==> config.mk <==
export PLATFORM = sky130hd
export DESIGN_NAME = loader_write_arbiter
export DESIGN_NICKNAME = d
export VERILOG_FILES = /design/src/rtl/loader_write_arbiter.sv
export SDC_FILE = /design/constraint.sdc
export NUM_CORES = 1
export LEC_CHECK = 0
export ABC_CLOCK_PERIOD_IN_PS = 3550
export BUFFER_PORTS_ARGS = -buffer_cell sky130_fd_sc_hd__buf_2
export CORE_UTILIZATION = 35
export CTS_CLUSTER_SIZE = 14
export DETAILED_ROUTE_END_ITERATION = 12
export PLACE_DENSITY = 0.59
export SLEW_MARGIN = 30
export SYNTH_ARGS = -nofsm -noshare
export SYNTH_HDL_FRONTEND = slang
export SYNTH_HIERARCHICAL = 1
export SYNTH_SLANG_ARGS = --single-unit
==> constraint.sdc <==
create_clock -name clk_memory -period 3.55 [get_ports clk_memory]
set_input_delay 0.355 -clock clk_memory [delete_from_list [all_inputs] [get_ports clk_memory]]
set_output_delay 0.355 -clock clk_memory [all_outputs]
set_load 0.05 [all_outputs]
==> src/rtl/loader_write_arbiter.sv <==
// Per-stream write FIFO, then a round-robin arbiter onto one hold-until-ack memory write port.
// Latency: a strobe rising in cycle k raises mem_wr in cycle k+2; one word per (ack latency + 2) cycles.
// Backpressure: none toward loaders; a push into a full FIFO with no same-cycle pop is dropped and flagged sticky.
module loader_write_fifo #(
    parameter int WIDTH = 8,
    parameter int DEPTH = 4
) (
    input  logic             clk_i,
    input  logic             rst_ni,
    input  logic             push_i,
    input  logic [WIDTH-1:0] push_dat_i,
    input  logic             pop_i,
    output logic [WIDTH-1:0] head_dat_o,
    output logic             empty_o,
    output logic             drop_o
);
    localparam int PW = $clog2(DEPTH);
    localparam int CW = PW + 1;

    logic [WIDTH-1:0] mem_q [DEPTH];
    logic [PW-1:0]    wr_ptr_q;
    logic [PW-1:0]    rd_ptr_q;
    logic [CW-1:0]    count_q;
    logic [CW-1:0]    count_d;
    logic             push_ok;

    // A pop in the same cycle frees the slot, so a full FIFO can still accept.
    assign push_ok    = push_i && ((count_q < CW'(DEPTH)) || pop_i);
    assign drop_o     = push_i && !push_ok;
    assign empty_o    = (count_q == '0);
    assign head_dat_o = mem_q[rd_ptr_q];

    always_comb begin
        count_d = count_q;
        if (push_ok && !pop_i) begin
            count_d = count_q + 1'b1;
        end else if (!push_ok && pop_i) begin
            count_d = count_q - 1'b1;
        end
    end

    always_ff @(posedge clk_i or negedge rst_ni) begin
        if (!rst_ni) begin
            wr_ptr_q <= '0;
            rd_ptr_q <= '0;
            count_q  <= '0;
        end else begin
            if (push_ok) begin
                wr_ptr_q <= wr_ptr_q + 1'b1;
            end
            if (pop_i) begin
                rd_ptr_q <= rd_ptr_q + 1'b1;
            end
            count_q <= count_d;
        end
    end

    always_ff @(posedge clk_i) begin
        if (push_ok) begin
            mem_q[wr_ptr_q] <= push_dat_i;
        end
    end
endmodule

module loader_write_arbiter #(
    parameter int ADDRESS_SIZE = 24,
    parameter int DATA_WIDTH   = 16,
    parameter int FIFO_DEPTH   = 4
) (
    input  logic                    clk_memory,
    input  logic                    reset_n,
    input  logic                    a_write_en,
    input  logic [ADDRESS_SIZE:0]   a_write_addr,
    input  logic [DATA_WIDTH-1:0]   a_write_data,
    input  logic                    b_write_en,
    input  logic [ADDRESS_SIZE:0]   b_write_addr,
    input  logic [DATA_WIDTH-1:0]   b_write_data,
    output logic                    mem_wr,
    output logic [ADDRESS_SIZE:0]   mem_addr,
    output logic [DATA_WIDTH-1:0]   mem_data,
    input  logic                    mem_ack,
    output logic                    busy,
    output logic                    a_overflow,
    output logic                    b_overflow
);
    localparam int AW = ADDRESS_SIZE + 1;

    typedef struct packed {
        logic [AW-1:0]         addr;
        logic [DATA_WIDTH-1:0] dat;
    } wr_word_t;

    typedef enum logic {
        S_IDLE = 1'b0,
        S_BUSY = 1'b1
    } state_t;

    state_t                state_q;
    logic                  armed_q;
    logic                  a_en_prev_q;
    logic                  b_en_prev_q;
    logic                  last_grant_b_q;
    logic                  mem_wr_q;
    logic [AW-1:0]         mem_addr_q;
    logic [DATA_WIDTH-1:0] mem_data_q;
    logic                  a_overflow_q;
    logic                  b_overflow_q;
    logic                  a_overflow_d;
    logic                  b_overflow_d;

    logic     a_push, b_push;
    logic     a_pop, b_pop;
    logic     a_empty, b_empty;
    logic     a_drop, b_drop;
    wr_word_t a_word, b_word;
    wr_word_t a_head, b_head;
    wr_word_t grant_word;

    // armed_q masks the first edge after reset so a strobe already high then is not a rising edge.
    assign a_push = armed_q && a_write_en && !a_en_prev_q;
    assign b_push = armed_q && b_write_en && !b_en_prev_q;
    assign a_word = {a_write_addr, a_write_data};
    assign b_word = {b_write_addr, b_write_data};

    loader_write_fifo #(
        .WIDTH ($bits(wr_word_t)),
        .DEPTH (FIFO_DEPTH)
    ) u_fifo_a (
        .clk_i      (clk_memory),
        .rst_ni     (reset_n),
        .push_i     (a_push),
        .push_dat_i (a_word),
        .pop_i      (a_pop),
        .head_dat_o (a_head),
        .empty_o    (a_empty),
        .drop_o     (a_drop)
    );

    loader_write_fifo #(
        .WIDTH ($bits(wr_word_t)),
        .DEPTH (FIFO_DEPTH)
    ) u_fifo_b (
        .clk_i      (clk_memory),
        .rst_ni     (reset_n),
        .push_i     (b_push),
        .push_dat_i (b_word),
        .pop_i      (b_pop),
        .head_dat_o (b_head),
        .empty_o    (b_empty),
        .drop_o     (b_drop)
    );

    // On a tie the stream not granted last wins; otherwise whichever has data.
    always_comb begin
        a_pop = 1'b0;
        b_pop = 1'b0;
        if (state_q == S_IDLE) begin
            if (!a_empty && !b_empty) begin
                a_pop = last_grant_b_q;
                b_pop = !last_grant_b_q;
            end else begin
                a_pop = !a_empty;
                b_pop = a_empty && !b_empty;
            end
        end
    end

    assign grant_word   = a_pop ? a_head : b_head;
    assign a_overflow_d = a_overflow_q | a_drop;
    assign b_overflow_d = b_overflow_q | b_drop;

    always_ff @(posedge clk_memory or negedge reset_n) begin
        if (!reset_n) begin
            state_q        <= S_IDLE;
            armed_q        <= 1'b0;
            a_en_prev_q    <= 1'b0;
            b_en_prev_q    <= 1'b0;
            last_grant_b_q <= 1'b1;
            mem_wr_q       <= 1'b0;
            mem_addr_q     <= '0;
            mem_data_q     <= '0;
            a_overflow_q   <= 1'b0;
            b_overflow_q   <= 1'b0;
        end else begin
            armed_q      <= 1'b1;
            a_en_prev_q  <= a_write_en;
            b_en_prev_q  <= b_write_en;
            a_overflow_q <= a_overflow_d;
            b_overflow_q <= b_overflow_d;
            case (state_q)
                S_IDLE: begin
                    if (a_pop || b_pop) begin
                        mem_wr_q       <= 1'b1;
                        mem_addr_q     <= grant_word.addr;
                        mem_data_q     <= grant_word.dat;
                        last_grant_b_q <= b_pop;
                        state_q        <= S_BUSY;
                    end
                end
                S_BUSY: begin
                    if (mem_ack) begin
                        mem_wr_q <= 1'b0;
                        state_q  <= S_IDLE;
                    end
                end
            endcase
        end
    end

    assign mem_wr     = mem_wr_q;
    assign mem_addr   = mem_addr_q;
    assign mem_data   = mem_data_q;
    assign a_overflow = a_overflow_q;
    assign b_overflow = b_overflow_q;
    assign busy       = !a_empty || !b_empty || (state_q == S_BUSY);
endmodule

==> out/qor.csv, run 1 <==
stage;metric;value;unit
floorplan;Cell Rows;75;
logic_synthesis;synth unique cells;33;
logic_synthesis;EDFF count, synth;328;
logic_synthesis;Mapped Cells;756;
sta;setup violators final;0;
critical_path;Data required, critical path;4000;ps
sta;setup_tns;0;ps
run;max_cap viols;0;
sta;Slew Viols, Final;0;
finish;number of nets in the layout;1016;
detailed_routing;drt wl/cell;20.46;um
logic_synthesis;simple-gate share of the synthesized area;4.315;%
finish;fin cells;1527;
global_route;initial antenna violation count;4;
finish;commonest non-fill, non-tap cell in the layout;edfxtp_1;
logic_synthesis;syn nets;855;
floorplan;core area;42420;um^2
logic_synthesis;post-synthesis mux area share;12.60;%
power;leak pwr;6.085;nW
critical_path;Startpoint Class;register;
critical_path;arrival time worst endpoint;3630;ps
sta;f_max;0.3145;GHz
logic_synthesis;FF+latch count, synth;391;
logic_synthesis;Post-Synth XOR/XNOR Area;0.6918;%
logic_synthesis;synth warn;6;
sta;Final min period;3180;ps
logic_synthesis;Seq/Total Area, Yosys;75.21;%
clocking;# Post-CTS Setup Buffers;0;
finish;Sequential Area;11430;um^2
power;power per cell area;784.5;nW/um^2
outcome;status;complete, no violations;
detailed_routing;DRC Markers;0;
logic_synthesis;async set-reset flop share out of synthesis;16.11;%
power;Worst VDD drop;0.4882;mV
placement;DP Wirelength;19.99;mm
clocking;root buf cell;clkbuf_16;
clocking;CTS H-tree lvls;2;
logic_synthesis;Synth area leaders;edfxtp_1 (65%), mux4_2 (11%), dfrtp_1 (10%);
finish;area delta synth->final;18.35;%
floorplan;IO Pins;132;
floorplan;Die Ht;210.4;um
detailed_routing;DR iter-0 viols;482;
sta;Layout Skew;15.80;ps
floorplan;DIE WIDTH;210.4;um
detailed_routing;post-route ant nets;0;
clocking;CTS Buf Count;39;
global_route;first-pass GRT wire length;47.57;mm
logic_synthesis;post-synthesis compound-gate area fraction;3.401;%
global_route;vias in the first global route;7745;
finish;share of cells above drive strength 1;32.81;%
hold_path;Min-Delay Path Class;in2reg;
sta;final hold viol count;0;
detailed_routing;vias per inst;4.855;
global_route;GRT Total Usage;14.47;%
floorplan;die area;44250;um^2
detailed_routing;1st-pass router iterations;4;
clocking;clock latency on the worst-skew pair;540;ps
logic_synthesis;area leader, netlist;edfxtp_1;
sta;fin crit share;89.58;%
logic_synthesis;Most used DFF post-synth;edfxtp_1;
global_route;largest net degree at the start of global routing;84;
sta;unrepaired setup endpoints after global routing;no;
floorplan;Initial Utilization;35.82;%
logic_synthesis;top-area cell type share of the netlist area;64.83;%
logic_synthesis;largest family of logic cells by synthesized area;multiplexers;
global_route;gr ovfl total;0;
logic_synthesis;adder-cell share of the synthesized area;1.087;%
clocking;number of clock sinks;391;
finish;design area;17980;um^2
logic_synthesis;Mapped Area;15190;um^2
critical_path;top fanout value on the critical path;7;
finish;multi-input combinational cell area;3390;um^2
placement;DP Area;16510;um^2
finish;number of fill cells;3813;
detailed_routing;via count;7413;
sta;Slew HR;46.18;%
clocking;clk buf depth;3;
clocking;CTS tree;yes;
critical_path;Setup crit end kind;register;
logic_synthesis;post-synthesis area per instance;20.10;um^2
finish;most frequent cells in the layout;edfxtp_1 (328), buf_2 (130), mux4_2 (76), dfrtp_1 (58), nor2_1 (47);
sta;Tightest Pin Transition;807.3;ps
power;Tot Pwr;0.01411;W
detailed_routing;routed wire length;31.24;mm
critical_path;CP Class;reg2reg;
placement;input/output buffers;131;
clocking;clock-pin slew on the worst setup and hold paths;60;ps
placement;placed instance count;1440;
placement;RePlAce Congestion;0.7784;
-- stage by stage --
| step | utilization, % | worst slack [ps] | hold slack [ps] |
|---|---|---|---|
| final | 42.39 | 370.0 | 34.83 |
| after global routing | 42.39 | 68.19 | 7.302 |
| after CTS | 42.37 | 329.1 | 1.944 |
| after detailed placement | 38.91 | 343.9 | 448.1 |
| after global placement | 38.91 | 391.1 | 448.5 |
| after floorplan | - | 472.0 | 59.41 |
-- power by group --
group	internal, W	total [W]	switching [W]
clock	0.00258	0.00427	0.00168
sequential	0.00548	0.00597	0.000483
combinational	0.00153	0.00387	0.00234
-- cell usage after synthesis (all sizes together), types with 3 or more instances --
library cell	n
mux4	82
or3b	41
and2	8
buf	27
a21boi	3
inv	9
edfxtp	328
or2	3
ha	10
mux2	4
nand2	4
o21ai	41
xnor2	6
clkbuf	20
dfrtp	62
xor2	6
nor2	48
a31oi	41
-- routing by layer --
metal | vias to the layer above | GRT usage, % | share of wire, %
met5 | - | 0 | 0.074
met4 | 4 | 3.549 | 1.6
met3 | 42 | 3.665 | 6.8
met2 | 182 | 23.96 | 49
met1 | 3797 | 19.08 | 43
li1 | 3388 | - | -
-- state kept, by name (all words and copies together) (netlist names) --
name               cells
u_fifo_a/mem_q       164
u_fifo_b/mem_q       164
mem_addr              25
mem_data              16
u_fifo_a/count_q       3
u_fifo_b/count_q       3
u_fifo_a/rd_ptr_q      2
u_fifo_a/wr_ptr_q      2
u_fifo_b/rd_ptr_q      2
u_fifo_b/wr_ptr_q      2
a_en_prev_q            1
a_overflow             1
armed_q                1
b_en_prev_q            1
b_overflow             1
last_grant_b_q         1
mem_wr                 1
state_q                1
-- kinds of logic after synthesis --
group           Yosys count
other cells               1
fa+ha+maj                12
simple gates            109
buf+inv                  56
xor+xnor                 12
flops                   391
mux                      86
compound gates           89
-- worst paths after layout --
kind | slack (ps) | endpoint | cells after the start | from
setup / recovery | 370 | u_fifo_b/count_q[2]$_DFFE_PN0P_ | 11 | u_fifo_a/count_q[2]$_DFFE_PN0P_
hold / removal | 30 | u_fifo_b/mem_q[1][7]$_DFFE_PP_ | 1 | b_write_data[7]
setup reg to reg | 370 | u_fifo_b/count_q[2]$_DFFE_PN0P_ | 11 | u_fifo_a/count_q[2]$_DFFE_PN0P_
hold reg to reg | 460 | a_overflow$_DFF_PN0_ | 1 | a_overflow$_DFF_PN0_
max in group asynchronous | 2510 | mem_data[5]$_DFFE_PN0P_ | 3 | reset_n
min in group asynchronous | 340 | a_overflow$_DFF_PN0_ | 2 | reset_n
-- layout make-up --
type,count,share of cell area (%)
clock inverters,18,1.413
flip-flops and latches,391,63.58
well taps,577,4.015
repair buffers,167,5.901
clock buffers,54,6.026
inverters,9,0.1879
multi-input cells,309,18.85
diodes,2,0.02783
-- what timing repair did --
action / CTS / global route
gates resized for setup: 0 / 0
setup endpoints to repair: 0 / 0
hold endpoints to repair: 45 / 0
hold buffers: 13 / 0
-- worst max-delay path, cell delays in order, from the launching register on --
cell	delay [ps]
dfrtp_1	430
nor3_1	510
inv_1	90
a211oi_1	490
inv_1	170
a21boi_2	330
ha_1	250
inv_1	60
fa_1	370
xor2_1	150
nor2_1	110
xor2_1	150
No activity file was read; power rests on OpenSTA's default activity.
==> run 2: changes to the inputs <==
--- a/config.mk
+++ b/config.mk
@@ -10,7 +10,9 @@
 export CORE_UTILIZATION = 35
 export CTS_CLUSTER_SIZE = 14
 export DETAILED_ROUTE_END_ITERATION = 12
+export MAX_ROUTING_LAYER = met4
 export PLACE_DENSITY = 0.59
+export REMOVE_ABC_BUFFERS = 1
 export SLEW_MARGIN = 30
 export SYNTH_ARGS = -nofsm -noshare
 export SYNTH_HDL_FRONTEND = slang
==> run 2 against run 1 <==
Net effect: routed wire length grew 7.8%; fmax grew 12%; cell count grew 2.4%; largest power group unchanged; highest routed layer is now met4.
==> out/qor.csv, run 2 (same netlist as run 1, synthesis figures left out) <==
stage;metric;value;unit
clocking;CTS Buf Count;43;
detailed_routing;routed wire length;33.68;mm
finish;Final Util;43.32;%
sta;Layout Skew;11.03;ps
finish;number of fill cells;3778;
floorplan;Initial Utilization;35.82;%
placement;input/output buffers;131;
floorplan;die area;44250;um^2
detailed_routing;DR iter-0 viols;531;
finish;most frequent cells in the layout;edfxtp_1 (328), buf_2 (130), mux4_2 (76), dfrtp_1 (58), nor2_1 (47);
global_route;vias in the first global route;8147;
global_route;largest net degree at the start of global routing;84;
floorplan;core area;42420;um^2
sta;Tightest Pin Transition;884.7;ps
placement;DP Area;16540;um^2
sta;setup violators final;0;
detailed_routing;DR WL met3;1.521;mm
sta;Final min period;2837;ps
clocking;CTS H-tree lvls;2;
clocking;clk buf depth;3;
detailed_routing;DRC Markers;0;
global_route;gr ovfl total;0;
power;leak pwr;6.248;nW
detailed_routing;met2 wire length;17.02;mm
sta;setup_tns;0;ps
sta;Worst Setup Slack, final;713.1;ps
detailed_routing;1st-pass router iterations;5;
critical_path;arrival time worst endpoint;3320;ps
critical_path;Critical Path Start;u_fifo_a/count_q[2]$_DFFE_PN0P_;
power;Worst VDD drop;0.5631;mV
power;power per cell area;775.2;nW/um^2
critical_path;Setup crit end kind;register;
sta;f_max;0.3525;GHz
clocking;clock latency on the worst-skew pair;560;ps
finish;share of cells above drive strength 1;32.15;%
placement;RePlAce Congestion;0.7239;
detailed_routing;Top Metal Used;met4;
finish;number of nets in the layout;1048;
detailed_routing;vias per inst;4.902;
sta;Slew HR;41.02;%
clocking;CTS tree;yes;
global_route;initial antenna violation count;5;
hold_path;Hold EP;u_fifo_b/mem_q[3][16]$_DFFE_PP_;
critical_path;R2R depth;12;
critical_path;Startpoint Class;register;
critical_path;Data required, critical path;4030;ps
sta;fin crit share;79.91;%
floorplan;Cell Rows;75;
detailed_routing;drt wl/cell;21.53;um
global_route;first-pass GRT wire length;51.55;mm
critical_path;CP Class;reg2reg;
finish;commonest non-fill, non-tap cell in the layout;edfxtp_1;
clocking;root buf cell;clkbuf_16;
placement;DP Wirelength;21.45;mm
hold_path;critical hold path startpoint;b_write_addr[0];
hold_path;worst hold path depth;1;
critical_path;FF-to-FF Start;u_fifo_a/count_q[2]$_DFFE_PN0P_;
finish;Sequential Area;11440;um^2
clocking;number of clock sinks;391;
run;max_cap viols;0;
global_route;GRT Total Usage;16.31;%
detailed_routing;via count;7666;
floorplan;Die Ht;210.4;um
clocking;post-CTS sizing;0;
finish;design area;18380;um^2
finish;multi-input combinational cell area;3400;um^2
sta;Slew Viols, Final;0;
floorplan;IO Pins;132;
critical_path;R2R Path End;u_fifo_b/count_q[2]$_DFFE_PN0P_;
clocking;clock-pin slew on the worst setup and hold paths;60;ps
detailed_routing;WL met1;14.53;mm
critical_path;Reg2Reg Setup Slack;710;ps
detailed_routing;post-route ant nets;0;
critical_path;top fanout value on the critical path;4;
placement;Setup WS pre-CTS;738.0;ps
hold_path;Min-Delay Path Class;in2reg;
finish;area delta synth->final;20.94;%
floorplan;DIE WIDTH;210.4;um
sta;unrepaired setup endpoints after global routing;no;
sta;final hold viol count;0;
outcome;status;complete, no violations;
run 2: cell count changes in the layout (fill, tap and decap cells not counted), moves of 2 or more:
cell | previous run | this run
clkbuf_16 | 40 | 45
diode_2 | 2 | 4
dfrtp_4 | 0 | 2
clkbuf_1 | 11 | 8
and2_2 | 8 | 0
clkinv_1 | 4 | 9
and2_4 | 0 | 8
dlygate4sd3_1 | 13 | 41
dfrtp_2 | 4 | 2
clkinvlp_4 | 0 | 2
bufinv_16 | 6 | 4
run 2: layout make-up:
cell class | instances | share of cell area, %
well taps | 577 | 3.929
clock buffers | 57 | 6.591
diodes | 4 | 0.05447
flip-flops and latches | 391 | 62.24
clock inverters | 22 | 1.130
multi-input cells | 309 | 18.50
repair buffers | 195 | 7.368
inverters | 9 | 0.1838
run 2: worst max-delay path by stage:
stage | end | slack [ps] | depth (start not counted)
finish | u_fifo_b/count_q[2]$_DFFE_PN0P_ | 710 | 12
detailed placement | u_fifo_b/mem_q[3][29]$_DFFE_PP_ | 740 | 9
global route | u_fifo_b/count_q[2]$_DFFE_PN0P_ | 470 | 12
CTS | u_fifo_b/count_q[2]$_DFFE_PN0P_ | 700 | 12
floorplan | u_fifo_a/mem_q[0][0]$_DFFE_PP_ | -320 | 6
global placement | u_fifo_b/count_q[2]$_DFFE_PN0P_ | 750 | 12
run 2: repair_timing:
action | 4_1_cts | 5_1_grt
endpoints found under the hold margin | 189 | 0
hold buffers | 41 | 0
setup buffers | 0 | 0
run 2: stage by stage:
| stage | std cells | hold WS, ps | power (W) |
|---|---|---|---|
| after global routing | 1564 | 8.486 | 0.01494 |
| after CTS | 1560 | 0.05085 | 0.01449 |
| after global placement | 1440 | 465.9 | 0.009925 |
| final | 1564 | 24.02 | 0.01424 |
| after floorplan | 709 | 59.41 | 0.008696 |
| after detailed placement | 1440 | 469.3 | 0.009973 |
run 2: power breakdown:
group	internal, W	total [W]	switching [W]
Combinational	0.00155	0.00368	0.00214
Clock	0.00268	0.00444	0.00176
Sequential	0.00549	0.00612	0.000636
run 2: critical path: stages, from the launching register on:
cell	delay [ps]
dfrtp_1	420
nor3_1	560
inv_1	90
a211oi_1	250
buf_4	160
inv_1	70
a21boi_2	160
ha_1	200
inv_1	60
fa_1	370
xor2_1	150
nor2_1	110
xor2_1	160
run 2: per-layer routing:
metal | up-vias | global-route usage, %
met5 | - | -
met4 | 0 | 4.807
met3 | 48 | 3.367
met2 | 186 | 26.43
met1 | 4004 | 20.73
li1 | 3428 | -
==> run 3: changes to the inputs <==
--- a/config.mk
+++ b/config.mk
@@ -5,13 +5,13 @@
 export SDC_FILE = /design/constraint.sdc
 export NUM_CORES = 1
 export LEC_CHECK = 0
-export ABC_CLOCK_PERIOD_IN_PS = 3550
+export ABC_CLOCK_PERIOD_IN_PS = 2600
 export BUFFER_PORTS_ARGS = -buffer_cell sky130_fd_sc_hd__buf_2
 export CORE_UTILIZATION = 35
 export CTS_CLUSTER_SIZE = 14
 export DETAILED_ROUTE_END_ITERATION = 12
 export MAX_ROUTING_LAYER = met4
-export PLACE_DENSITY = 0.59
+export PLACE_DENSITY = 0.6
 export REMOVE_ABC_BUFFERS = 1
 export SLEW_MARGIN = 30
 export SYNTH_ARGS = -nofsm -noshare
==> constraint.sdc (replaced) <==
create_clock -name clk_memory -period 2.6 [get_ports clk_memory]
set_input_delay 0.26 -clock clk_memory [delete_from_list [all_inputs] [get_ports clk_memory]]
set_output_delay 0.26 -clock clk_memory [all_outputs]
set_load 0.05 [all_outputs]
==> run 3 against run 2 <==
Net effect: register-to-register slack lost 490 ps; setup slack lost 490 ps; fmax up 20%; combinational power rose by 51%; largest cell class unchanged; flip-flop and latch count did not move; first-iteration DRC count decreased by 30%; global-route usage down 0.26 points; sequential share of layout area is 2.2 points lower; via count is 1.4% higher.
==> out/qor.csv, run 3 (same netlist as run 1, synthesis figures left out) <==
stage;metric;value;unit
outcome;status;complete, no violations;
detailed_routing;DRC Markers;0;
power;combinational share of power;28.2;%
sta;fin crit share;91.27;%
detailed_routing;post-route ant nets;0;
sta;Layout Skew;14.84;ps
clocking;CTS H-tree lvls;2;
critical_path;Setup crit end kind;register;
finish;area delta synth->final;25.36;%
sta;setup_tns;0;ps
finish;commonest non-fill, non-tap cell in the layout;edfxtp_1;
hold_path;Min-Delay Path Class;in2async;
detailed_routing;1st-pass router iterations;4;
finish;most frequent cells in the layout;edfxtp_1 (328), buf_2 (130), dlygate4sd3_1 (86), mux4_2 (76), dfrtp_1 (56);
sta;Final min period;2373;ps
floorplan;Initial Utilization;35.82;%
critical_path;Data required, critical path;3060;ps
floorplan;IO Pins;132;
power;clock network fraction of total power;30.9;%
floorplan;die area;44250;um^2
global_route;vias in the first global route;8293;
sta;unrepaired setup endpoints after global routing;no;
placement;RePlAce Congestion;0.7221;
power;leak pwr;6.530;nW
power;register share of total power;40.9;%
finish;share of cells above drive strength 1;32.43;%
critical_path;top fanout value on the critical path;3;
sta;WHS;338.7;ps
sta;f_max;0.4214;GHz
detailed_routing;routed wire length;33.48;mm
clocking;clk buf depth;3;
placement;input/output buffers;131;
global_route;gr ovfl total;0;
power;sw frac;31.41;%
clocking;root buf cell;clkbuf_16;
clocking;CTS Buf Count;41;
global_route;first-pass GRT wire length;50.72;mm
critical_path;Startpoint Class;register;
clocking;number of clock sinks;391;
critical_path;CP Class;reg2reg;
global_route;largest net degree at the start of global routing;84;
detailed_routing;via count;7774;
sta;Tightest Pin Transition;862.8;ps
placement;DP Wirelength;19.95;mm
floorplan;Cell Rows;75;
detailed_routing;vias per inst;4.805;
global_route;GRT Total Usage;16.04;%
floorplan;core area;42420;um^2
sta;setup violators final;0;
power;Worst VDD drop;0.6099;mV
clocking;clock-pin slew on the worst setup and hold paths;60;ps
power;Int Pwr;0.01349;W
critical_path;arrival time worst endpoint;2830;ps
power;switching power;0.006181;W
sta;final hold viol count;0;
sta;Slew HR;42.48;%
clocking;clock latency on the worst-skew pair;540;ps
floorplan;DIE WIDTH;210.4;um
detailed_routing;DR iter-0 viols;372;
run;max_cap viols;0;
global_route;initial antenna violation count;5;
floorplan;Die Ht;210.4;um
sta;Slew Viols, Final;0;
power;power per cell area;1033;nW/um^2
detailed_routing;drt wl/cell;20.69;um
finish;number of nets in the layout;1102;
clocking;CTS tree;yes;
-- run 3: timing repair --
item | 4_1_cts | 5_1_grt
endpoints found under the setup margin | 0 | 3
buffers inserted | 0 | 0
resized for setup | 0 | 5
hold buffers | 86 | 0
endpoints found under the hold margin | 376 | 0
-- run 3: path summary, 6_finish.rpt --
kind | end | from | slack [ps] | depth (start not counted)
setup / recovery | u_fifo_a/count_q[2]$_DFFE_PN0P_ | u_fifo_a/count_q[1]$_DFFE_PN0P_ | 230 | 12
setup reg to reg | u_fifo_a/count_q[2]$_DFFE_PN0P_ | u_fifo_a/count_q[1]$_DFFE_PN0P_ | 230 | 12
hold / removal | mem_addr[7]$_DFFE_PN0P_ | reset_n | 340 | 2
min in group clk_memory | a_en_prev_q$_DFF_PN0_ | a_write_en | 390 | 2
hold reg to reg | b_overflow$_DFF_PN0_ | b_overflow$_DFF_PN0_ | 470 | 1
max in group asynchronous | last_grant_b_q$_DFFE_PN1P_ | reset_n | 1490 | 3
-- run 3: per-layer routing --
layer | up-vias | GRT usage, % | part of all wire, %
met3 | 42 | 2.592 | 4.1
met4 | 0 | 4.782 | 1.9
met1 | 4018 | 21.09 | 45
met5 | - | - | 0
li1 | 3549 | - | -
met2 | 165 | 25.76 | 49
-- run 3: per-stage QoR --
step	setup slack (ps)	power (W)	std cells	util (%)	instance area, um^2
2_1_floorplan	-1269	0.01187	709	-	14820
3_3_place_gp	140.5	0.01367	1451	39.45	16730
3_5_place_dp	106.4	0.01375	1451	39.45	16730
4_1_cts	85.75	0.01998	1613	44.83	19020
5_1_grt	17.13	0.02060	1618	44.90	19050
6_report	226.9	0.01967	1618	44.90	19050
-- run 3: area by class of cell --
type / count / area [um^2]
multi-input combinational: 309 / 3415
clock inverter: 19 / 232.7
tap: 577 / 721.9
fill: 3761 / 23370
clock buffer: 57 / 1189
timing repair buffer: 251 / 1999
antenna: 5 / 12.51
sequential: 391 / 11440
inverter: 9 / 33.78
-- run 3: power groups by stage --
stage / Combinational, W / Sequential (W) / Clock, W
after floorplan: 0.00239 / 0.00948 / 0
after global placement: 0.00550 / 0.00817 / 0
after detailed placement: 0.00556 / 0.00819 / 0
after CTS: 0.00568 / 0.00806 / 0.00624
after global routing: 0.00600 / 0.00815 / 0.00645
final: 0.00555 / 0.00805 / 0.00608
-- run 3: worst max-delay path, cell delays in order, from the launching register on --
cell and delay, ps:
dfrtp_1 400, nor3_2 60, buf_4 150, or2_4 250, nor2_1 140, inv_1 90
a21boi_2 150, ha_1 210, inv_1 60, fa_1 380, xor2_1 150, nor2_1 110
xor2_1 150
